<file path="config.mk">
export PLATFORM = sky130hd
export DESIGN_NAME = uart_tx_arbiter
export DESIGN_NICKNAME = d
export VERILOG_FILES = /design/src/rtl/uart_arb_pkg.sv /design/src/rtl/uart_arb_picker.sv /design/src/rtl/uart_tx_arbiter.sv
export SDC_FILE = /design/constraint.sdc
export NUM_CORES = 1
export LEC_CHECK = 0
export ABC_AREA = 1
export ABC_CLOCK_PERIOD_IN_PS = 2000
export CAP_MARGIN = 20
export CORE_ASPECT_RATIO = 1.75
export CORE_MARGIN = 5
export CORE_UTILIZATION = 37
export CTS_CLUSTER_SIZE = 25
export DETAILED_ROUTE_END_ITERATION = 10
export PLACE_DENSITY = 0.79
export SYNTH_ARGS = -nofsm -noshare
export SYNTH_HDL_FRONTEND = slang
export SYNTH_HIERARCHICAL = 1
export SYNTH_SLANG_ARGS = --single-unit
</file>
<file path="constraint.sdc">
create_clock -name clk -period 2 [get_ports clk]
set_input_delay 0.4 -clock clk [delete_from_list [all_inputs] [get_ports clk]]
set_output_delay 0.4 -clock clk [all_outputs]
set_load 0.005 [all_outputs]
</file>
<file path="src/rtl/uart_arb_pkg.sv">
// uart_arb_pkg
//   Shared definitions for the UART transmit arbiter slice.
//   - FSM state encodings (2-bit, legacy-compatible constants)
//   - BYTE_W: width of one UART data byte
//   - onehot_to_index: converts an up-to-8-bit one-hot vector to its index
package uart_arb_pkg;

  localparam logic [1:0] IDLE = 2'd0;
  localparam logic [1:0] SEND = 2'd1;
  localparam logic [1:0] WAIT = 2'd2;
  localparam logic [1:0] HOLD = 2'd3;

  localparam int BYTE_W = 8;

  // OR-combining is exact for a one-hot input; all-zero maps to 0.
  function automatic logic [2:0] onehot_to_index(input logic [7:0] oh);
    logic [2:0] idx;
    idx = '0;
    for (int unsigned i = 0; i < 8; i++) begin
      if (oh[i]) idx = idx | 3'(i);
    end
    return idx;
  endfunction

endpackage

</file>
<file path="src/rtl/uart_arb_picker.sv">
// uart_arb_picker
//   Purely combinational winner selection for the UART transmit arbiter.
//   Build option: UART_TX_ARB_ROUND_ROBIN_EN
//     defined   - scan upward from ptr, wrapping, first asserted request wins
//     undefined - fixed priority, lowest asserted index wins (ptr ignored)
//   Ports:
//     req    in  NUM_REQ  request vector
//     ptr    in  PTR_W    round-robin start index
//     winner out NUM_REQ  one-hot winner (all-zero when nothing requested)
//     found  out 1        at least one request asserted
module uart_arb_picker
  import uart_arb_pkg::*;
#(
  parameter int NUM_REQ = 4,
  parameter int PTR_W   = $clog2(NUM_REQ)
) (
  input  logic [NUM_REQ-1:0] req,
  input  logic [PTR_W-1:0]   ptr,
  output logic [NUM_REQ-1:0] winner,
  output logic               found
);

`ifdef UART_TX_ARB_ROUND_ROBIN_EN
  always_comb begin
    logic [PTR_W-1:0] idx;
    winner = '0;
    found  = 1'b0;
    idx    = '0;
    for (int unsigned k = 0; k < NUM_REQ; k++) begin
      idx = PTR_W'((32'(ptr) + k) % NUM_REQ);
      if (!found && req[idx]) begin
        winner[idx] = 1'b1;
        found       = 1'b1;
      end
    end
  end
`else
  logic unused_ptr;
  assign unused_ptr = ^ptr;

  always_comb begin
    winner = '0;
    found  = 1'b0;
    for (int unsigned k = 0; k < NUM_REQ; k++) begin
      if (!found && req[k]) begin
        winner[k] = 1'b1;
        found     = 1'b1;
      end
    end
  end
`endif

endmodule

</file>
<file path="src/rtl/uart_tx_arbiter.sv">
// uart_tx_arbiter
//   Shares one 8N1 UART transmitter between NUM_REQ requesters. A requester
//   keeps the grant from its first byte until the byte flagged last has been
//   reported done by the transmitter; arbitration then reopens.
//   Build option: UART_TX_ARB_ROUND_ROBIN_EN (round-robin when defined,
//   fixed lowest-index priority otherwise).
//   Ports:
//     clk           in   1          system clock, rising edge
//     reset         in   1          asynchronous active-high reset
//     req_valid     in   NUM_REQ    per-requester byte available
//     req_data      in   8*NUM_REQ  requester i on bits [8i+7:8i]
//     req_last      in   NUM_REQ    presented byte ends requester i's frame
//     req_ready     out  NUM_REQ    one-hot accept strobe
//     grant         out  NUM_REQ    one-hot current owner, zero when unowned
//     tx_data_valid out  1          start strobe to transmitter
//     tx_data_out   out  8          byte to transmitter
//     tx_done       in   1          transmitter frame-complete pulse
//     busy          out  1          high whenever not IDLE
module uart_tx_arbiter
  import uart_arb_pkg::*;
#(
  parameter int NUM_REQ = 4,
  parameter int PTR_W   = $clog2(NUM_REQ)
) (
  input  logic                      clk,
  input  logic                      reset,
  input  logic [NUM_REQ-1:0]        req_valid,
  input  logic [BYTE_W*NUM_REQ-1:0] req_data,
  input  logic [NUM_REQ-1:0]        req_last,
  output logic [NUM_REQ-1:0]        req_ready,
  output logic [NUM_REQ-1:0]        grant,
  output logic                      tx_data_valid,
  output logic [BYTE_W-1:0]         tx_data_out,
  input  logic                      tx_done,
  output logic                      busy
);

  logic [1:0]         state_q;
  logic [BYTE_W-1:0]  data_q;
  logic               last_q;
  logic [NUM_REQ-1:0] grant_q;
  logic [PTR_W-1:0]   ptr_q;
  logic [PTR_W-1:0]   ptr_next;

  logic [NUM_REQ-1:0] winner;
  logic               found;
  logic               take;
  logic [BYTE_W-1:0]  sel_data;
  logic               sel_last;

  uart_arb_picker #(
    .NUM_REQ (NUM_REQ),
    .PTR_W   (PTR_W)
  ) u_picker (
    .req    (req_valid),
    .ptr    (ptr_q),
    .winner (winner),
    .found  (found)
  );

  // Ready is forced low while reset is held so all outputs sit at their
  // reset values even if requesters keep req_valid asserted.
  always_comb begin
    req_ready = '0;
    if (!reset) begin
      case (state_q)
        IDLE:    req_ready = found ? winner : '0;
        HOLD:    req_ready = grant_q & req_valid;
        default: req_ready = '0;
      endcase
    end
  end

  assign take = |req_ready;

  // req_ready is one-hot, so an AND-OR mux selects the accepted byte.
  always_comb begin
    sel_data = '0;
    sel_last = 1'b0;
    for (int unsigned i = 0; i < NUM_REQ; i++) begin
      sel_data = sel_data | (req_data[BYTE_W*i +: BYTE_W] & {BYTE_W{req_ready[i]}});
      sel_last = sel_last | (req_last[i] & req_ready[i]);
    end
  end

`ifdef UART_TX_ARB_ROUND_ROBIN_EN
  logic [7:0] grant_ext;
  logic [2:0] grant_idx;

  always_comb begin
    grant_ext                = '0;
    grant_ext[NUM_REQ-1:0]   = grant_q;
    grant_idx                = onehot_to_index(grant_ext);
    ptr_next                 = PTR_W'((32'(grant_idx) + 32'd1) % NUM_REQ);
  end
`else
  assign ptr_next = '0;
`endif

  always_ff @(posedge clk or posedge reset) begin
    if (reset) begin
      state_q <= IDLE;
      data_q  <= '0;
      last_q  <= 1'b0;
      grant_q <= '0;
      ptr_q   <= '0;
    end else begin
      case (state_q)
        IDLE: begin
          if (take) begin
            data_q  <= sel_data;
            last_q  <= sel_last;
            grant_q <= req_ready;
            state_q <= SEND;
          end
        end
        SEND: state_q <= WAIT;
        WAIT: begin
          if (tx_done) begin
            if (last_q) begin
              grant_q <= '0;
              ptr_q   <= ptr_next;
              state_q <= IDLE;
            end else begin
              state_q <= HOLD;
            end
          end
        end
        HOLD: begin
          if (take) begin
            data_q  <= sel_data;
            last_q  <= sel_last;
            state_q <= SEND;
          end
        end
        default: state_q <= IDLE;
      endcase
    end
  end

  assign grant         = grant_q;
  assign tx_data_valid = (state_q == SEND);
  assign tx_data_out   = data_q;
  assign busy          = (state_q != IDLE);

endmodule

</file>
Yosys cells after proc, flatten, opt, wreduce, memory -nomap -nowiden. Cells that the tools add are included.

Register bits after elaboration: 15. Input port bits: 43. Output and inout port bits: 18. Word-level logic and storage cells: 58.

Equal/unequal tests: 7. Muxes and demuxes: 18. Bitwise logic cells: 15. Reduce and logical (&&, ||, !) cells: 14.

Operator list (count): $and A8 B8 Y8 (4); $or A8 B8 Y8 (3); $mux W4 (5); $pmux W4 S2 (2); $mux W1 (7); $mux W2 (3); $ne A2 B2 Y1 const B (3); $pmux W2 S3 (1); $and A1 B1 Y1 (4); $and A4 B4 Y4 (1); $eq A2 B2 Y1 const B (2); $reduce_and A2 Y1 (2); $reduce_and A4 Y1 (1); $reduce_bool A2 Y1 (2); $reduce_or A4 Y1 (1); $logic_and A1 B1 Y1 (3); $logic_not A1 Y1 (3); $or A1 B1 Y1 (3); $eq A2 B1 Y1 const B (1); $logic_not A2 Y1 (1); $ne A2 B1 Y1 const B (1); $reduce_or A2 Y1 (1).

Depth between registers and ports, before layout. Gate-level depths: netlist (run 1).

Word-level depth: 17. Mapped depth: 13. Mapped depth without buffers: 12.

By module. Netlist (run 1), hierarchy kept.

By module, submodules not included: uart_tx_arbiter (instances 1, cells an instance 148, area an instance 989.7 sq um, sequential area each 375.4 sq um); uart_arb_picker (instances 1, cells an instance 10, area an instance 46.3 sq um, sequential area each 0.0 sq um).

Worst setup path before layout (run 1). Ideal clock, no wire load.

Kind: register to register. From: register state_q[0]. To: register state_q[0]. Setup time: 0.117 ns. Arrival: 1.475 ns. Required time: 1.883 ns. Setup slack: 0.408 ns. Cell stages (with the launch flop): 12. Path buffers: 1. Clock period less this slack: 1.592 ns. Cell sequence: dfrtp_1 > inv_1 > ha_1 > nor2_1 > nand2_1 > nand2_1 > nor2_2 > buf_6 > nand2_4 > nand2_2 > nand2_1 > nand2_1.

Longest elaborated chain between the ends: 6. Elaborated cells on any way between the ends: 12. Those cells by class: eq/ne: 5; mux: 3; reduce/logical: 4.

Ends and longest elaborated chain: start: declaration (line uart_tx_arbiter.sv:38) `logic [1:0] state_q;`; start signal: assignment (line uart_tx_arbiter.sv:102) `state_q <= IDLE;`; start signal: assignment (line uart_tx_arbiter.sv:114) `state_q <= SEND;`; start signal: assignment (line uart_tx_arbiter.sv:117) `SEND: state_q <= WAIT;`; $eq A2 B2 Y1 or $logic_not A2 Y1 (tied branches) (line uart_tx_arbiter.sv:66, uart_tx_arbiter.sv:108); $pmux W4 S2 (line uart_tx_arbiter.sv:66) `case (state_q)`; $mux W4 (line uart_tx_arbiter.sv:65) `if (!reset) begin`; $reduce_or A4 Y1 (line uart_tx_arbiter.sv:74) `assign take = |req_ready;`; $ne A2 B1 Y1 (no line); $reduce_and A2 Y1 (no line).

Parallel ways exist; a longest one is shown, timed or not. A chain may end at the register's enable or synchronous reset.

Worst setup path in the final report (run 1).
From: register state_q[1]. To: output req_ready[2].

Longest elaborated chain between the ends: 3. Elaborated cells on any way between the ends: 4. Those cells by class: eq/ne: 1; mux: 2; reduce/logical: 1.

Ends and longest elaborated chain: $eq A2 B2 Y1 or $logic_not A2 Y1 (tied branches) (line uart_tx_arbiter.sv:66); $pmux W4 S2 (*) (line uart_tx_arbiter.sv:66); $mux W4 (*) (line uart_tx_arbiter.sv:65); end: declaration (line uart_tx_arbiter.sv:30) `output logic [NUM_REQ-1:0] req_ready,`.

Every way passes the cells marked *; elsewhere a longest branch is shown, timed or not.

==> impl_metrics.tcl, run 1 <==
set metrics [dict create \
    syn_avg_cell_area_sq_um 6.57 \
    die_h_um 79.9 \
    crit_slowest_cell "dfrtp_1" \
    synth_nets 205 \
    cpLargestDelayFamily "buffers and inverters" \
    fin_nets 284 \
    worstMarginPinSlew_ns 0.603 \
    area_delta_synth_final_pct 80.0 \
    critPathArrivalTime_ns 1.52 \
    critical_path_required_ns 1.60 \
    start_util_pct 38.4 \
    finalSetupViolations 0 \
    die_w_um 49.9 \
    ir_worst_vdd_mv 0.626 \
    fin_skew_ns 0.00265 \
    grt_usage_pct 18.9 \
    fmax_mhz 520 \
    grtUsageMet3_pct 5.61 \
    r2r-end "state_q[1]" \
    drv_slew 0 \
    instances_no_fill 262 \
    cp_num_buf_inv 3 \
    cp_cell_sequence "buf_4, ha_2, nand3_1, nand2_1, nand2_2, clkinv_1, clkdlybuf4s15_1" \
    p_leak_nw 0.948 \
    clockBufferDepth 2 \
    cts_buffers 3 \
    grt_remaining_overflow 0 \
    layout.area.seq_sq_um 375 \
    min_path_type "flop to flop" \
    critPathLaunchType "flop" \
    ios 61 \
    min_period_ns 1.92 \
    grt.busiest_layer "met2" \
    syn_area_sq_um 1030 \
    critical_path.max_stage_delay_ns 0.40 \
    endpoint "req_ready[2]" \
    crit_cells 7 \
    place_ws_ns -0.354 \
    hold_depth 2 \
    num_antenna_cells 0 \
    cts_root_buf "clkbuf_8" \
    rr_startpoint "state_q[1]" \
    die_area_sq_um 3990 \
    dp_cells 257 \
    tritoncts "yes" \
    fin_tns_setup_ns 0 \
    drc 0 \
    rrSetupSlack_ns 0.28 \
    global_route.usage.met2_pct 35.3 \
    drtIter0Drc 30 \
    syn_inst 157 \
    viasPerCell 4.95 \
    antenna_found_initial 0 \
    rr_worst_depth 12 \
    grtUsageMet1_pct 17.6 \
    place_congestion 0.888 \
    powerDensity_nw_per_um2 1050 \
    dp_hpwl_um 2800 \
    grt_max_degree 16 \
    critPathKind "flop to primary output" \
    max_slew_margin_pct 59.7 \
    final_util_pct 69.1 \
    insertion_delay_ns 0.25 \
    ant_nets 0 \
    outcome "complete, no violations" \
    core_sq_um 2690 \
    holdWs_ns 0.496 \
    cp_max_fo 4 \
    cts_htree_levels 1 \
    hold_buffers 0 \
    cp-startpoint "state_q[1]" \
    grt_pass1_wl_um 5950 \
    grt_pass1_vias 1409 \
    routedWlPerCell_um 13.0 \
    multi_input_area_sq_um 642 \
    rsz0062_at_grt "yes" \
    firstDrtPassIters 4 \
    synth_warnings 6 \
    clock-sinks 15 \
    rows 25 \
    fin_ws_ns 0.0783 \
    min_period_over_period_pct 96.1 \
    cp-end-kind "primary output" \
    hold_viol 0 \
    drive_gt1_share_pct 17.9 \
    n_fill_cell 235 \
    portBuffers 60 \
    wl_um 3420 \
    dr_total_vias 1297 \
    path_clk_slew_ns 0.06 \
    max_cap_viol_count 0 \
]
-- cells in the final DEF, fill, tap and decap left out, drive strengths merged --
cell type and count:
nor2 13, or2 2, nand2 72, dfrtp 15, a21oi 9, clkbuf 5, dlygate4sd2 4, o21ai 1
clkdlybuf4s15 3, buf 16, ha 5, nor3 1, dlymetal6s2s 1, nand3 24, clkdlybuf4s50 51, clkinv 2
inv 11
-- flip-flops by register name, indices dropped and copies added, names as in the netlist --
name         cells
tx_data_out      8
last_q           1
state_q          2
grant            4
-- worst register-to-register path, delay by kind of cell, from the launching register on --
kind                       cells  cell delay (ns)
adders and majority gates      1             0.19
buffers and inverters          3             0.41
and+or+nand+nor                8             0.62
DFF                            1             0.40
-- worst min-delay path by stage --
stage	from	endpoint	slack [ns]
3_3_place_gp	tx_data_out[4]	tx_data_out[4]	0.48
4_1_cts	tx_data_out[4]	tx_data_out[4]	0.50
3_5_place_dp	tx_data_out[4]	tx_data_out[4]	0.48
2_1_floorplan	reset	grant[0]	0.30
5_1_grt	tx_data_out[4]	tx_data_out[4]	0.52
6_report	tx_data_out[4]	tx_data_out[4]	0.50
-- routing by layer --
metal,share of wire [%],vias up
met2,54,54
met4,2.5,0
met3,8.8,9
met1,34,584
met5,0,-
li1,-,650
-- what timing repair did --
item | CTS | global route
pin swaps | 0 | 3
setup buffers | 1 | 0
endpoints found under the setup margin | 4 | 4
resized for setup | 17 | 14
-- area by class of cell --
type                    count  area share, %
repair buffers             76           38.4
multi-input cells         127           34.5
flip-flops and latches     15           20.2
inverters                  13           2.63
clock buffers               4           2.42
well taps                  27           1.82
-- power by group --
group / switching (mW) / internal, mW / leakage, nW
registers: 0.0743 / 0.428 / 0.193
clock network: 0.111 / 0.141 / 0.0228
logic: 0.567 / 0.624 / 0.732
total: 0.752 / 1.19 / 0.948
-- metrics by stage --
step	total power [mW]	instance area, sq um
after CTS	1.90	1830
after global placement	1.58	1760
final	1.95	1860
after detailed placement	1.61	1760
after global routing	2.13	1860
after floorplan	1.07	1030
Note: power is estimated with default switching activity, not from simulation.
==> run 2, diff against run 1 <==
--- a/config.mk
+++ b/config.mk
@@ -6,7 +6,7 @@
 export NUM_CORES = 1
 export LEC_CHECK = 0
 export ABC_AREA = 1
-export ABC_CLOCK_PERIOD_IN_PS = 2000
+export ABC_CLOCK_PERIOD_IN_PS = 2100
 export CAP_MARGIN = 20
 export CORE_ASPECT_RATIO = 1.75
 export CORE_MARGIN = 5
==> constraint.sdc (replaced) <==
create_clock -name clk -period 2.1 [get_ports clk]
set_input_delay 0.42 -clock clk [delete_from_list [all_inputs] [get_ports clk]]
set_output_delay 0.42 -clock clk [all_outputs]
set_load 0.005 [all_outputs]
==> impl_metrics.tcl, run 2 (synthesis results as in run 1) <==
set metrics [dict create \
    outcome "complete, no violations" \
    wl_met1_um 1180 \
    max_cap_viol_count 0 \
    start_util_pct 38.4 \
    portBuffers 60 \
    firstDrtPassIters 4 \
    critical_path_required_ns 1.68 \
    p_leak_nw 0.956 \
    cp_cell_sequence "clkdlybuf4s50_1, inv_2, nand3_2, nand3_1, nand2_1, nand2_1, inv_2, dlygate4sd2_1" \
    path_clk_slew_ns 0.06 \
    cp_num_buf_inv 4 \
    min_period_ns 2.01 \
    cp_max_fo 4 \
    hold_depth 2 \
    cp-startpoint "req_valid[3]" \
    grt_usage_pct 18.3 \
    cp-end-kind "primary output" \
    core_sq_um 2690 \
    powerDensity_nw_per_um2 974 \
    fmax_mhz 498 \
    dp_hpwl_um 2830 \
    routedWlPerCell_um 13.0 \
    grt_remaining_overflow 0 \
    worstMarginPinSlew_ns 0.596 \
    cts_buffers 3 \
    crit_slowest_cell "clkdlybuf4s50_1" \
    antenna_found_initial 0 \
    grt_pass1_vias 1409 \
    r2r-end "grant[3]" \
    viasPerCell 4.94 \
    critPathArrivalTime_ns 1.59 \
    fin_nets 284 \
    critPathLaunchType "input port" \
    grt_pass1_wl_um 5840 \
    rr_worst_depth 10 \
    dr_total_vias 1295 \
    min_period_over_period_pct 95.6 \
    area_delta_synth_final_pct 76.7 \
    max_slew_margin_pct 60.2 \
    final_common_cell "nand2_1" \
    rr_startpoint "state_q[0]" \
    most-common-layout-cells "nand2_1, clkdlybuf4s50_1, nand3_1" \
    clock-sinks 15 \
    cpLargestDelayFamily "buffers and inverters" \
    highest-signal-layer "met4" \
    rrSetupSlack_ns 0.31 \
    fin_tns_setup_ns 0 \
    num_antenna_cells 0 \
    min_path_type "flop to flop" \
    cts_root_buf "clkbuf_8" \
    rows 25 \
    cts_htree_levels 1 \
    ant_nets 0 \
    insertion_delay_ns 0.25 \
    drv_slew 0 \
    ir_worst_vdd_mv 0.585 \
    place_congestion 0.893 \
    final_util_pct 67.8 \
    met3_length_um 291 \
    ios 61 \
    fin_skew_ns 0.00510 \
    critical_path.max_stage_delay_ns 0.49 \
    drtIter0Drc 19 \
    largest_register_ffs 8 \
    tritoncts "yes" \
    grt_max_degree 16 \
    place_area_sq_um 1760 \
    stdcell_area_sq_um 1820 \
    crit_cells 8 \
    hold_viol 0 \
    drc 0 \
    drive_gt1_share_pct 16.2 \
    endpoint "req_ready[1]" \
    n_fill_cell 253 \
    hold_buffers 0 \
    die_h_um 79.9 \
    finalSetupViolations 0 \
    rsz0062_at_grt "no" \
    die_w_um 49.9 \
    clockBufferDepth 2 \
    die_area_sq_um 3990 \
    met2_length_um 1900 \
    critPathKind "input port to primary output" \
    wl_um 3400 \
]
==> run 2: cell types whose count changed in the layout (fill, tap and decap cells not counted), moves of 2 or more <==
| cell | before | now |
|---|---|---|
| clkdlybuf4s15_1 | 3 | 0 |
| dlygate4sd2_1 | 4 | 7 |
| clkdlybuf4s50_1 | 51 | 53 |
| clkinv_1 | 2 | 0 |
| ha_1 | 1 | 3 |
| ha_4 | 2 | 0 |
| inv_1 | 5 | 7 |
==> run 2: worst min path at each step <==
stage,end,slack [ns],start
floorplan,grant[0],0.32,reset
global placement,tx_data_out[4],0.48,tx_data_out[4]
detailed placement,tx_data_out[4],0.48,tx_data_out[4]
CTS,tx_data_out[4],0.50,tx_data_out[4]
global route,tx_data_out[4],0.52,tx_data_out[4]
finish,tx_data_out[4],0.49,tx_data_out[4]
==> run 2: tightest hold or removal path: cells and delay by family, from the launching register on <==
kind / cells / cell delay (ns)
simple gates: 2 / 0.12
flops: 1 / 0.34
==> run 2: routing by layer <==
metal	up-vias	GRT usage, %
met2	53	36.2
met1	587	17.5
met3	4	4.49
met4	0	6.04
met5	-	0
li1	651	-
==> run 2: repair_timing <==
action	4_1_cts	5_1_grt
endpoints found under the setup margin	4	4
gates resized for setup	12	7
pin swaps	2	0
setup buffers	1	0
==> run 2: final cells by class <==
| class | instances | area, sq um | share of cell area (%) |
|---|---|---|---|
| timing repair buffer | 76 | 712 | 39.0 |
| inverter | 13 | 48.8 | 2.67 |
| clock buffer | 4 | 45.0 | 2.47 |
| sequential | 15 | 375 | 20.6 |
| tap | 27 | 33.8 | 1.85 |
| multi-input combinational | 127 | 609 | 33.4 |
==> run 2: metrics by stage <==
step	hold WS (ns)	setup slack [ns]	power, mW	instances
after floorplan	0.321	0.500	1.01	157
after global placement	0.480	-0.270	1.50	257
after detailed placement	0.480	-0.292	1.54	257
after CTS	0.499	0.0251	1.79	262
after global routing	0.524	0.000959	1.94	262
final	0.495	0.0914	1.78	262
==> run 2: power breakdown <==
group / internal [mW] / total, mW / switching (mW) / leakage [nW]
combinational: 0.556 / 1.06 / 0.507 / 0.740
clock: 0.134 / 0.237 / 0.102 / 0.0228
sequential: 0.408 / 0.477 / 0.0688 / 0.193
total: 1.10 / 1.78 / 0.678 / 0.956
